[src/rtl/natalius_uart_tx.sv]
// Port-mapped 8N1 UART transmitter for the natalius I/O bus, with a byte FIFO and status readback.
// Build option: define UART_PARITY_EN to add an even-parity bit and advertise it in status[7].
module natalius_uart_tx #(
  parameter int         CLK_DIV    = 434,
  parameter int         FIFO_DEPTH = 8,
  parameter logic [2:0] ADDR_SEL   = 3'b110
) (
  input  logic       clk,
  input  logic       rst,
  input  logic [7:0] port_addr,
  input  logic       write_e,
  input  logic       read_e,
  input  logic [7:0] data_out,
  output logic [7:0] status,
  output logic       tx,
  output logic       busy
);

  localparam int             BW         = $clog2(CLK_DIV);
  localparam int             PW         = $clog2(FIFO_DEPTH);
  localparam int             CW         = $clog2(FIFO_DEPTH + 1);
  localparam logic [BW-1:0]  BAUD_LOAD  = BW'(CLK_DIV - 1);
  localparam logic [CW-1:0]  COUNT_FULL = CW'(FIFO_DEPTH);

`ifdef UART_PARITY_EN
  localparam logic PAR_FLAG = 1'b1;

  function automatic logic even_parity(input logic [7:0] d);
    return ^d;
  endfunction
`else
  localparam logic PAR_FLAG = 1'b0;
`endif

  typedef enum logic [2:0] {
    IDLE   = 3'd0,
    START  = 3'd1,
    DATA   = 3'd2,
    PARITY = 3'd3,
    STOP   = 3'd4
  } state_t;

  state_t          state_r, state_n;
  logic [7:0]      shift_r, shift_n;
  logic [2:0]      bit_idx_r, bit_idx_n;
  logic [BW-1:0]   baud_r, baud_n;
  logic            tx_r, tx_n;
  logic            overflow_r, overflow_n;
  logic [7:0]      mem_r [FIFO_DEPTH];
  logic [PW-1:0]   wr_ptr_r, rd_ptr_r;
  logic [CW-1:0]   count_r, count_n;
`ifdef UART_PARITY_EN
  logic            parity_r, parity_n;
`endif

  logic sel_s, data_wr_s, ctrl_wr_s, push_s, pop_s;
  logic empty_s, full_s, bit_end_s, tx_active_s;
  logic [7:0] head_s;
  logic unused_s;

  assign sel_s       = (port_addr[7:5] == ADDR_SEL) && write_e;
  assign data_wr_s   = sel_s && (port_addr[0] == 1'b0);
  assign ctrl_wr_s   = sel_s && (port_addr[0] == 1'b1);
  assign empty_s     = (count_r == {CW{1'b0}});
  assign full_s      = (count_r == COUNT_FULL);
  assign head_s      = mem_r[rd_ptr_r];
  assign bit_end_s   = (baud_r == {BW{1'b0}});
  assign tx_active_s = (state_r != IDLE);
  // A pop in the same cycle frees the slot, so a write into a full FIFO still lands.
  assign push_s      = data_wr_s && (!full_s || pop_s);
  assign unused_s    = ^{read_e, port_addr[4:1], data_out[7:1]};

  assign status = {PAR_FLAG, 3'b000, overflow_r, tx_active_s, full_s, empty_s};
  assign tx     = tx_r;
  assign busy   = tx_active_s || !empty_s;

  // Serializer next-state, baud timing and FIFO pop request
  always_comb begin
    state_n   = state_r;
    shift_n   = shift_r;
    bit_idx_n = bit_idx_r;
    baud_n    = baud_r;
    tx_n      = tx_r;
    pop_s     = 1'b0;
`ifdef UART_PARITY_EN
    parity_n  = parity_r;
`endif
    case (state_r)
      IDLE: begin
        tx_n = 1'b1;
        if (!empty_s) begin
          pop_s   = 1'b1;
          shift_n = head_s;
`ifdef UART_PARITY_EN
          parity_n = even_parity(head_s);
`endif
          tx_n    = 1'b0;
          baud_n  = BAUD_LOAD;
          state_n = START;
        end else begin
          baud_n = {BW{1'b0}};
        end
      end
      START: begin
        if (bit_end_s) begin
          tx_n      = shift_r[0];
          bit_idx_n = 3'd0;
          baud_n    = BAUD_LOAD;
          state_n   = DATA;
        end else begin
          baud_n = baud_r - BW'(1);
        end
      end
      DATA: begin
        if (bit_end_s) begin
          baud_n = BAUD_LOAD;
          if (bit_idx_r != 3'd7) begin
            shift_n   = {1'b0, shift_r[7:1]};
            tx_n      = shift_r[1];
            bit_idx_n = bit_idx_r + 3'd1;
          end else begin
`ifdef UART_PARITY_EN
            tx_n    = parity_r;
            state_n = PARITY;
`else
            tx_n    = 1'b1;
            state_n = STOP;
`endif
          end
        end else begin
          baud_n = baud_r - BW'(1);
        end
      end
`ifdef UART_PARITY_EN
      PARITY: begin
        if (bit_end_s) begin
          tx_n    = 1'b1;
          baud_n  = BAUD_LOAD;
          state_n = STOP;
        end else begin
          baud_n = baud_r - BW'(1);
        end
      end
`endif
      STOP: begin
        if (bit_end_s) begin
          if (!empty_s) begin
            pop_s   = 1'b1;
            shift_n = head_s;
`ifdef UART_PARITY_EN
            parity_n = even_parity(head_s);
`endif
            tx_n    = 1'b0;
            baud_n  = BAUD_LOAD;
            state_n = START;
          end else begin
            tx_n    = 1'b1;
            baud_n  = {BW{1'b0}};
            state_n = IDLE;
          end
        end else begin
          baud_n = baud_r - BW'(1);
        end
      end
      default: begin
        tx_n    = 1'b1;
        baud_n  = {BW{1'b0}};
        state_n = IDLE;
      end
    endcase
  end

  // FIFO occupancy and sticky overflow; a new overflow beats a clear in the same cycle
  always_comb begin
    count_n    = count_r;
    overflow_n = overflow_r;
    case ({push_s, pop_s})
      2'b10:   count_n = count_r + CW'(1);
      2'b01:   count_n = count_r - CW'(1);
      default: count_n = count_r;
    endcase
    if (data_wr_s && !push_s) begin
      overflow_n = 1'b1;
    end else if (ctrl_wr_s && data_out[0]) begin
      overflow_n = 1'b0;
    end else begin
      overflow_n = overflow_r;
    end
  end

  // State registers with asynchronous reset
  always_ff @(posedge clk or negedge rst) begin
    if (!rst) begin
      state_r    <= IDLE;
      shift_r    <= 8'h00;
      bit_idx_r  <= 3'd0;
      baud_r     <= {BW{1'b0}};
      tx_r       <= 1'b1;
      overflow_r <= 1'b0;
      count_r    <= {CW{1'b0}};
      wr_ptr_r   <= {PW{1'b0}};
      rd_ptr_r   <= {PW{1'b0}};
`ifdef UART_PARITY_EN
      parity_r   <= 1'b0;
`endif
    end else begin
      state_r    <= state_n;
      shift_r    <= shift_n;
      bit_idx_r  <= bit_idx_n;
      baud_r     <= baud_n;
      tx_r       <= tx_n;
      overflow_r <= overflow_n;
      count_r    <= count_n;
      if (push_s) wr_ptr_r <= wr_ptr_r + PW'(1);
      if (pop_s)  rd_ptr_r <= rd_ptr_r + PW'(1);
`ifdef UART_PARITY_EN
      parity_r   <= parity_n;
`endif
    end
  end

  // FIFO storage; contents are only meaningful below count_r
  always_ff @(posedge clk) begin
    if (push_s) begin
      mem_r[wr_ptr_r] <= data_out;
    end
  end

endmodule

[config.mk]
export PLATFORM = sky130hd
export DESIGN_NAME = natalius_uart_tx
export DESIGN_NICKNAME = d
export VERILOG_FILES = /design/src/rtl/natalius_uart_tx.sv
export SDC_FILE = /design/constraint.sdc
export NUM_CORES = 1
export LEC_CHECK = 0
export ABC_AREA = 1
export CAP_MARGIN = 20
export CORE_UTILIZATION = 25
export DETAILED_ROUTE_END_ITERATION = 8
export PLACE_DENSITY = 0.45
export SYNTH_ARGS = -nofsm -noshare
export SYNTH_HDL_FRONTEND = slang
export SYNTH_SLANG_ARGS = --single-unit
export TNS_END_PERCENT = 30
[constraint.sdc]
create_clock -name clk -period 2.7 [get_ports clk]
set_input_delay 0.27 -clock clk [delete_from_list [all_inputs] [get_ports clk]]
set_output_delay 0.27 -clock clk [all_outputs]
set_load 0.01 [all_outputs]
* After elaboration in Yosys (flattened, before gate mapping) *
Memory sizes are Yosys's and may differ from the RTL's.
Index checks and enable logic that the tools add are counted.

word-level totals
  memories = 1
  register bits = 35
  input port bits = 20
  RAM bits = 64
  output and inout bits = 10
  logic and storage cells = 89

operators by class
  add/sub/neg operators = 6
  bitwise logic cells = 1
  reductions and logical operators = 24
  eq/ne operators = 14
  mux-type cells = 34

memories
  name   depth  width  read ports  clocked after Yosys merged registers in  write ports  RTL line  source
  mem_r  8      8      1           0                                        1            49        logic [7:0] mem_r [FIFO_DEPTH];

operators with widths
  kind                                                                 number
  8-bit two-way mux                                                    4
  9-bit two-way mux                                                    3
  9-bit one-hot mux with 3 select lines                                1
  3-bit two-way mux                                                    8
  8-bit one-hot mux with 3 select lines                                1
  1-bit two-way mux                                                    12
  2-bit inequality test (second input constant)                        6
  3-bit one-hot mux with 4 select lines                                1
  3-bit by 1-bit adder with 3-bit output (second input constant)       3
  9-bit logical NOT                                                    1
  9-bit by 1-bit subtractor with 9-bit output (second input constant)  1
  4-bit one-hot mux with 2 select lines                                1
  4-bit AND reduction                                                  2
  3-bit equality test (second input constant)                          2
  1-bit logical AND                                                    6
  3-bit one-hot mux with 2 select lines                                1
  2-bit nonzero test                                                   3
  3-bit nonzero test                                                   2
  5-bit AND reduction                                                  1
  4-bit by 1-bit adder with 4-bit output (second input constant)       1
  4-bit equality test (second input constant)                          1
  4-bit logical NOT                                                    1
  1-bit one-hot mux with 4 select lines                                1
  4-bit by 1-bit subtractor with 4-bit output (second input constant)  1
  other kinds (12)                                                     15

* Longest topological paths before layout *
Gate-level depths: netlist (run 1).

  word-level depth = 9
  mapped depth = 17
  depth with buffers taken out = 17

* Least setup slack after synthesis (run 1) *
OpenSTA, ideal clock, no wires.

  path kind = register to register
  start point = register baud_r[0]
  end point = register count_r[3]
  library setup time = 116 ps
  required time = 2584 ps
  cell stages (with the launch flop) = 18
  arrival = 2016 ps
  path buffers = 0
  path slack = 567 ps
  period minus slack after synthesis = 2133 ps
  cells stage by stage = dfrtp_1 inv_1 ha_1 nand2_1 nor2_2 nand2_4 nand2_4 nand3_1 inv_1 ha_1 nand2_1 nand2_1 a31oi_1 inv_1 nand2_1 nand2_1 nand2_1 nand2_1

between the ends
  word-level cells in the longest chain between the ends = 7
  elaborated cells between the ends (all ways) = 9
  those cells by class = eq/ne (2); mux (3); reduce/logical (4)

RTL lines
  item                                                                                   RTL line  source
  start, declared                                                                        46        logic [BW-1:0] baud_r, baud_n;
  start signal, assigned                                                                 197       baud_r <= {BW{1'b0}};
  start signal, assigned                                                                 210       baud_r <= baud_n;
  9-bit logical NOT *                                                                    67        assign bit_end_s = (baud_r == {BW{1'b0}});
  1-bit two-way mux *                                                                    146       if (bit_end_s) begin
  1-bit one-hot mux with 2 select lines *                                                88        case (state_r)
  1-bit logical OR                                                                       70        assign push_s = data_wr_s && (!full_s || pop_s);
  1-bit logical AND                                                                      70
  2-bit by 1-bit equality test with 1-bit output or 2-bit equality test (tied branches)  177       case ({push_s, pop_s})
  4-bit one-hot mux with 2 select lines or 2-bit nonzero test (tied branches)            n/a
  end signal, assigned                                                                   200       count_r <= {CW{1'b0}};
  end signal, assigned                                                                   213       count_r <= count_n;
  end, declared                                                                          51        logic [CW-1:0] count_r, count_n;

Every way passes the cells marked *; elsewhere a longest branch is shown, timed or not.
A chain may end at the register's enable or synchronous reset.

* Worst setup path in the final report (run 1) *
Ends and elaborated chain as after synthesis.

==> summary.md, run 1 <==
| Metric | Value |
|---|---|
| RSZ-0062 raised after global routing | false |
| Distinct cells, synth | 36 |
| Pre-antenna DRT Iters | 4 |
| Final wirelength | 9310 um |
| Root Buffer | clkbuf_16 |
| Post-CTS Resized | 0 |
| Met3 Track Usage GR | 0.0315 |
| Post-synth EDFFs | 64 |
| Die ar. | 18800 um^2 |
| Min-delay worst type | primary input to async pin |
| Pwr/cell area | 637 nW/um^2 |
| Vias in the first global route | 2954 |
| CP Class | flip-flop to flip-flop |
| Met1 GRT Util | 0.132 |
| CTS clk-pin slew, worst paths | 70 ps |
| CORE AREA | 17900 um^2 |
| Vias | 3073 |
| Drt drc | 0 |
| CTS tree | yes |
| Met2 GRT Util | 0.194 |
| FILL cells | 1865 |
| Routed WL per cell | 13.1 um |
| Final hold violations | 6 |
| Slew Limit Fails | 0 |
| Cells after Synth | 452 |
| GR peak layer | met2 |
| Worst flop-to-flop path endpoint | count_r[3] |
| Largest net degree at the start of global routing | 40 |
| Placed cell areas | 5030 um^2 |
| Post-CTS Setup Repair Bufs | 0 |
| Net Sw Power | 857 uW |
| Crit path time final | 2360 ps |
| Initial antenna violation count | 0 |
| Cell mode on critical path | nand2_1 |
| Fin cells | 712 |
| Final-stage net count | 507 |
| Fin Hold WS | -2.81 ps |
| Setup WS pre-CTS | 208 ps |
| Critical path, cell by cell | inv_1 -> ha_1 -> nand2_1 -> nor2_2 -> nand2_4 -> nand2_4 -> nand3_1 -> inv_1 -> ha_1 -> nand2_1 -> nand2_1 -> a31oi_1 -> inv_1 -> nand2_1 -> nand2_1 -> nand2_1 -> nand2_1 |
| Crit path max fanout | 10 |
| First-pass GRT wire length | 15400 um |
| Setup ws final | 335 ps |
| Cell row count | 49 |
| GRT overflow | 0 |
| Io pins | 30 |
| Sequential power share | 0.504 |
| Syn-to-layout area delta | 17.6% |
| GRT Total Usage | 0.112 |
| Area of the mapped netlist | 4560 um^2 |
| Die width | 137 um |
| Worst Setup Start Kind | flip-flop |
| Initial Utilization | 0.255 |
| Final number of setup-violating endpoints | 0 |
| PortBufs | 20 |
| Critical-path top delay cell | dfrtp_1 |
| Failing checks | hold timing |
| Starting DRT DRC Count | 218 |
| Crit end category | flip-flop |
| Combinational power share | 0.092 |
| GPL Wtd Cong | 0.805 |
| CP delay by family, top | simple AND/OR/NAND/NOR gates |
| Clk_lat worst skew | 350 ps |
| Tot Pwr | 3410 uW |
| Achievable clock frequency | 0.423 GHz |
| Total placed cells including tap cells | 696 |
| Clock Tree Buf Depth | 2 |
| R2R depth | 17 |
| CP arrival | 2610 ps |
| Routed Antenna Nets | 0 |
| Post-synthesis async set-or-reset flop share | 0.354 |
| Slew margin rel. | 0.478 |
| Int Pwr | 2550 uW |
| Most used DFF post-synth | edfxtp_1 |
| Share of layout cells above drive strength 1 | 0.118 |
| Post-synthesis area per instance | 10.1 um^2 |
| Final worst path period share | 0.876 |
| Maximum VDD drop | 0.341 mV |
| Max-Cap Viols | 0 |
| CP max stage delay | 380 ps |
| Yosys reg bits | 99 |
| Clk sinks | 99 |
| Critical path buffer and inverter count | 3 |
| Register area share after synthesis | 0.614 |
| Hpwl dp | 6250 um |
| Sw Ratio | 0.251 |
| Via density | 4.32 |
| CP required | 2950 ps |
| Setup_tns | 0 ps |
| Final Skew | 8.54 ps |
| Worst R2R Start | baud_r[0] |
| ANT cells | 0 |
| Cts-stage hold buffer count | 0 |
| Worst R2R Setup Slack | 340 ps |
| Measured slew at the worst slew-check pin | 784 ps |
| Status | complete, but fails checks |
| # H-tree levels | 3 |
| Synth warn | 0 |
| Clock power share | 0.404 |
| Inserted Clock Buffers | 9 |
| Leak | 0.00220 uW |
| Die Y | 137 um |
| Final Cell Area | 5360 um^2 |
## logic make-up (layout without fill, tap and decap cells)
family / Yosys count / count (layout) / share of synthesized area
XOR/XNOR: 6 / 6 / 0.0115
buffers and inverters: 68 / 96 / 0.0634
other: 1 / 4 / 0.000823
AND/OR/NAND/NOR: 219 / 219 / 0.219
adder cells (fa/ha/maj): 9 / 9 / 0.0264
flip-flops: 99 / 99 / 0.614
AO/OA/AOI/OAI: 50 / 50 / 0.0648
## worst max-delay path by stage
stage | slack [ps] | end | from | depth (start not counted)
finish | 340 | count_r[3] | baud_r[0] | 17
CTS | 330 | count_r[3] | baud_r[0] | 17
global route | 20 | count_r[3] | baud_r[0] | 17
floorplan | 570 | count_r[3] | baud_r[0] | 17
global placement | 240 | count_r[3] | port_addr[6] | 17
detailed placement | 210 | count_r[3] | port_addr[6] | 17
## metrics by stage
| step | utilization | hold slack (ps) |
|---|---|---|
| after floorplan | - | -25.6 |
| after global placement | 0.281 | 416 |
| after detailed placement | 0.281 | 419 |
| after CTS | 0.299 | 29.7 |
| after global routing | 0.299 | 71.4 |
| final | 0.299 | -2.81 |
## flip-flops by register name (all words and copies together), names as in the netlist, 3 cells and up
name and flops:
mem_r 64, shift_r 8, wr_ptr_r 3, rd_ptr_r 3, count_r 4, baud_r 9
bit_idx_r 3, state_r 3
## area by class of cell
class | count | area [um^2] | area share
Multi-Input combinational cell | 288 | 1480 | 0.276
Inverter | 49 | 184 | 0.0343
Sequential cell | 99 | 2800 | 0.522
Tap cell | 229 | 287 | 0.0535
Clock inverter | 7 | 106 | 0.0198
Timing Repair Buffer | 31 | 278 | 0.0518
Clock buffer | 9 | 225 | 0.0420
## worst reg2reg max path, cell delays in order (launching register included)
cell	delay, ps
dfrtp_1	380
inv_1	130
ha_1	160
nand2_1	60
nor2_2	140
nand2_4	130
nand2_4	100
nand3_1	180
inv_1	130
ha_1	270
nand2_1	70
nand2_1	40
a31oi_1	180
inv_1	60
nand2_1	80
nand2_1	50
nand2_1	50
nand2_1	40
## layer usage
metal | part of all wire | vias up
met5 | 0 | -
met4 | 0.017 | 0
met3 | 0.041 | 11
met2 | 0.49 | 52
met1 | 0.45 | 1456
li1 | - | 1554
## placed cells by master, fill, tap and decap left out, drive strengths merged
cell type | netlist | layout
o31ai | 1 | 1
dfrtp | 34 | 34
nand2 | 118 | 118
edfxtp | 64 | 64
clkinv | 4 | 7
a31oi | 2 | 2
clkdlybuf4s50 | 0 | 19
nand3 | 61 | 61
nand3b | 1 | 1
buf | 12 | 12
bufinv | 0 | 1
clkinvlp | 0 | 1
clkbuf | 7 | 9
ha | 8 | 8
o211a | 1 | 1
fa | 1 | 1
dfstp | 1 | 1
o21ai | 30 | 30
o211ai | 5 | 5
or2 | 1 | 1
xnor2 | 3 | 3
inv | 45 | 47
xor2 | 3 | 3
o221ai | 2 | 2
nand4 | 3 | 3
nor2 | 35 | 35
conb | 1 | 4
a21oi | 9 | 9
## synth_stat cells (7+ instances only)
library cell    n  share of area
o21ai_0        25          0.027
buf_4           8          0.013
clkbuf_1        7         0.0058
nand2_1       110          0.091
dfrtp_1        34           0.19
nor2_1         28          0.023
edfxtp_1       64           0.42
nand3_1        59          0.065
ha_1            8          0.022
inv_1          37          0.030
inv_2           8         0.0066
a21oi_1         9         0.0099
## power by group through the flow
| stage | sequential (uW) | combinational, uW | clock (uW) |
|---|---|---|---|
| finish | 1720 | 314 | 1380 |
| global route | 1730 | 366 | 1480 |
| CTS | 1720 | 323 | 1420 |
| detailed placement | 1750 | 324 | 0 |
| global placement | 1750 | 306 | 0 |
| floorplan | 1740 | 227 | 0 |
Note: power is estimated with default switching activity, not from simulation.
==> run 2, diff against run 1 <==
- ABC_CLOCK_PERIOD_IN_PS: unset -> 2700
==> results of run 2 <==
The final DEF is identical to that of run 1; final timing and power are the same.
==> run 3, diff against run 2 <==
- CTS_BUF_LIST: unset -> sky130_fd_sc_hd__clkbuf_4
==> run 3 against run 2 <==
The flow now finishes without violations. Clock power fell by 37%. Via count fell by 0.88%. Cell count rose by 0.14%.
==> summary.md, run 3 (synthesis results as in run 1) <==
| Metric | Value |
|---|---|
| RSZ-0062 raised after global routing | false |
| Achievable clock frequency | 0.421 GHz (-0.45%) |
| Crit path time final | 2380 ps (+10.7 ps) |
| Most common cell after layout, fill and taps aside | nand2_1 |
| Final number of setup-violating endpoints | 0 (unchanged) |
| Die ar. | 18800 um^2 (unchanged) |
| Initial Utilization | 0.255 (unchanged) |
| Leak | 0.00213 uW (-3.0%) |
| Clk_lat worst skew | 480 ps (+130 ps) |
| FILL cells | 1888 (+1.2%) |
| Pre-antenna DRT Iters | 4 (unchanged) |
| Syn-to-layout area delta | 14.4% |
| Slew Limit Fails | 0 (unchanged) |
| Crit path max fanout | 10 (unchanged) |
| Status | complete, no violations |
| Final-stage net count | 508 (+0.20%) |
| Largest registers | mem_r (64), baud_r (9), shift_r (8) |
| ANT cells | 0 (unchanged) |
| Inserted Clock Buffers | 9 (unchanged) |
| CP required | 3080 ps (+130 ps) |
| Final Skew | 18.0 ps (+9.46 ps) |
| Pwr/cell area | 559 nW/um^2 (-12%) |
| Measured slew at the worst slew-check pin | 786 ps (+1.97 ps) |
| GPL Wtd Cong | 0.805 (unchanged) |
| Maximum VDD drop | 0.424 mV (+24%) |
| Routed Antenna Nets | 0 (unchanged) |
| Multi-input logic area | 1480 um^2 (unchanged) |
| Commonest cells after routing, fill and taps aside | nand2_1 (110), edfxtp_1 (64), nand3_1 (59) |
| CTS clk-pin slew, worst paths | 160 ps (+90 ps) |
| CORE AREA | 17900 um^2 (unchanged) |
| Root Buffer | clkbuf_4 |
| Final wirelength | 9280 um (-0.29%) |
| Starting DRT DRC Count | 198 (-9.2%) |
| Worst Setup Start Kind | flip-flop |
| Clk sinks | 99 (unchanged) |
| Share of layout cells above drive strength 1 | 0.118 (-0.000244) |
| Io pins | 30 (unchanged) |
| GRT overflow | 0 (unchanged) |
| Min-delay worst type | primary input to async pin |
| CP arrival | 2760 ps (+150 ps) |
| Clock Tree Buf Depth | 2 (unchanged) |
| Via density | 4.27 (-1.0%) |
| CP Class | flip-flop to flip-flop |
| Initial antenna violation count | 0 (unchanged) |
| Vias | 3046 (-0.88%) |
| Hpwl dp | 6250 um (unchanged) |
| Drt drc | 0 (unchanged) |
| Cell row count | 49 (unchanged) |
| First-pass GRT wire length | 15300 um (-0.63%) |
| Die Y | 137 um (unchanged) |
| Crit end category | flip-flop |
| Post-CTS Setup Repair Bufs | 0 (unchanged) |
| Final worst path period share | 0.880 (+0.00395) |
| PortBufs | 20 (unchanged) |
| Post-Route Utilization | 0.291 (-0.00825) |
| Max-Cap Viols | 0 (unchanged) |
| Setup_tns | 0 ps (unchanged) |
| CTS tree | yes |
| Die width | 137 um (unchanged) |
| Largest net degree at the start of global routing | 40 (unchanged) |
| Vias in the first global route | 2941 (-0.44%) |
| Largest register by flop count | mem_r |
| Max reg flops | 64 (unchanged) |
| # H-tree levels | 3 (unchanged) |
| Routed WL per cell | 13.0 um (-0.43%) |
| Slew margin rel. | 0.476 (-0.00131) |
| Sequential Area | 2800 um^2 (unchanged) |
| Final hold violations | 0 (-6) |
| GRT Total Usage | 0.111 (-0.00159) |
## run 3: cell types whose count changed in the layout (fill, tap and decap cells not counted)
cell	previous run	this run
clkbuf_16	9	0
clkbuf_4	0	9
dlygate4sd3_1	0	1
## run 3: repair_timing
item                                    4_1_cts  5_1_grt
resized for setup                             0        0
endpoints found under the setup margin        0        0
endpoints found under the hold margin        34        0
hold buffers                                  1        0
## run 3: per-stage QoR
step                worst slack [ps]  instances  area [um^2]  hold slack (ps)  total power (uW)
global placement                 237        696         5030              416              2060
CTS                              321        713         5210              405              2970
floorplan                        567        455         4570            -25.6              1970
detailed placement               208        696         5030              419              2080
finish                           324        713         5210              405              2910
global route                    4.55        713         5210              455              3060
## run 3: worst paths after layout
path	start	end	slack (ps)	cells past startpoint
max in group asynchronous	rst	shift_r[6]	1800	2
max	baud_r[0]	count_r[3]	320	17
min in group clk	shift_r[7]	shift_r[7]	500	2
min reg2reg	shift_r[7]	shift_r[7]	500	2
max reg2reg	baud_r[0]	count_r[3]	320	17
min	rst	baud_r[2]	410	2
## run 3: cell type report
type                       instances  share of cell area
multi-input combinational        288               0.284
inverter                          49              0.0353
clock buffer                       9              0.0130
timing repair buffer              32              0.0552
sequential                        99               0.537
clock inverter                     7              0.0204
tap                              229              0.0550
## run 3: worst max-delay path: stages, from the launching register on
cell and delay (ps):
dfrtp_1 420, inv_1 130, ha_1 160, nand2_1 60
nor2_2 140, nand2_4 130, nand2_4 100, nand3_1 180
inv_1 130, ha_1 270, nand2_1 70, nand2_1 40
a31oi_1 180, inv_1 60, nand2_1 80, nand2_1 50
nand2_1 50, nand2_1 40
## run 3: power breakdown
group,internal [uW],leakage [uW],switching (uW)
Clock,314,0.0000869,562
Combinational,131,0.00104,185
Sequential,1670,0.00100,47.6
Total,2120,0.00213,794
## run 3: per-layer routing
metal  vias to the layer above  track usage  part of all wire
met5                         -            0                 0
met4                         0       0.0293            0.0088
met3                         8       0.0337             0.042
met2                        43        0.191              0.49
met1                      1438        0.133              0.45
li1                       1557            -                 -
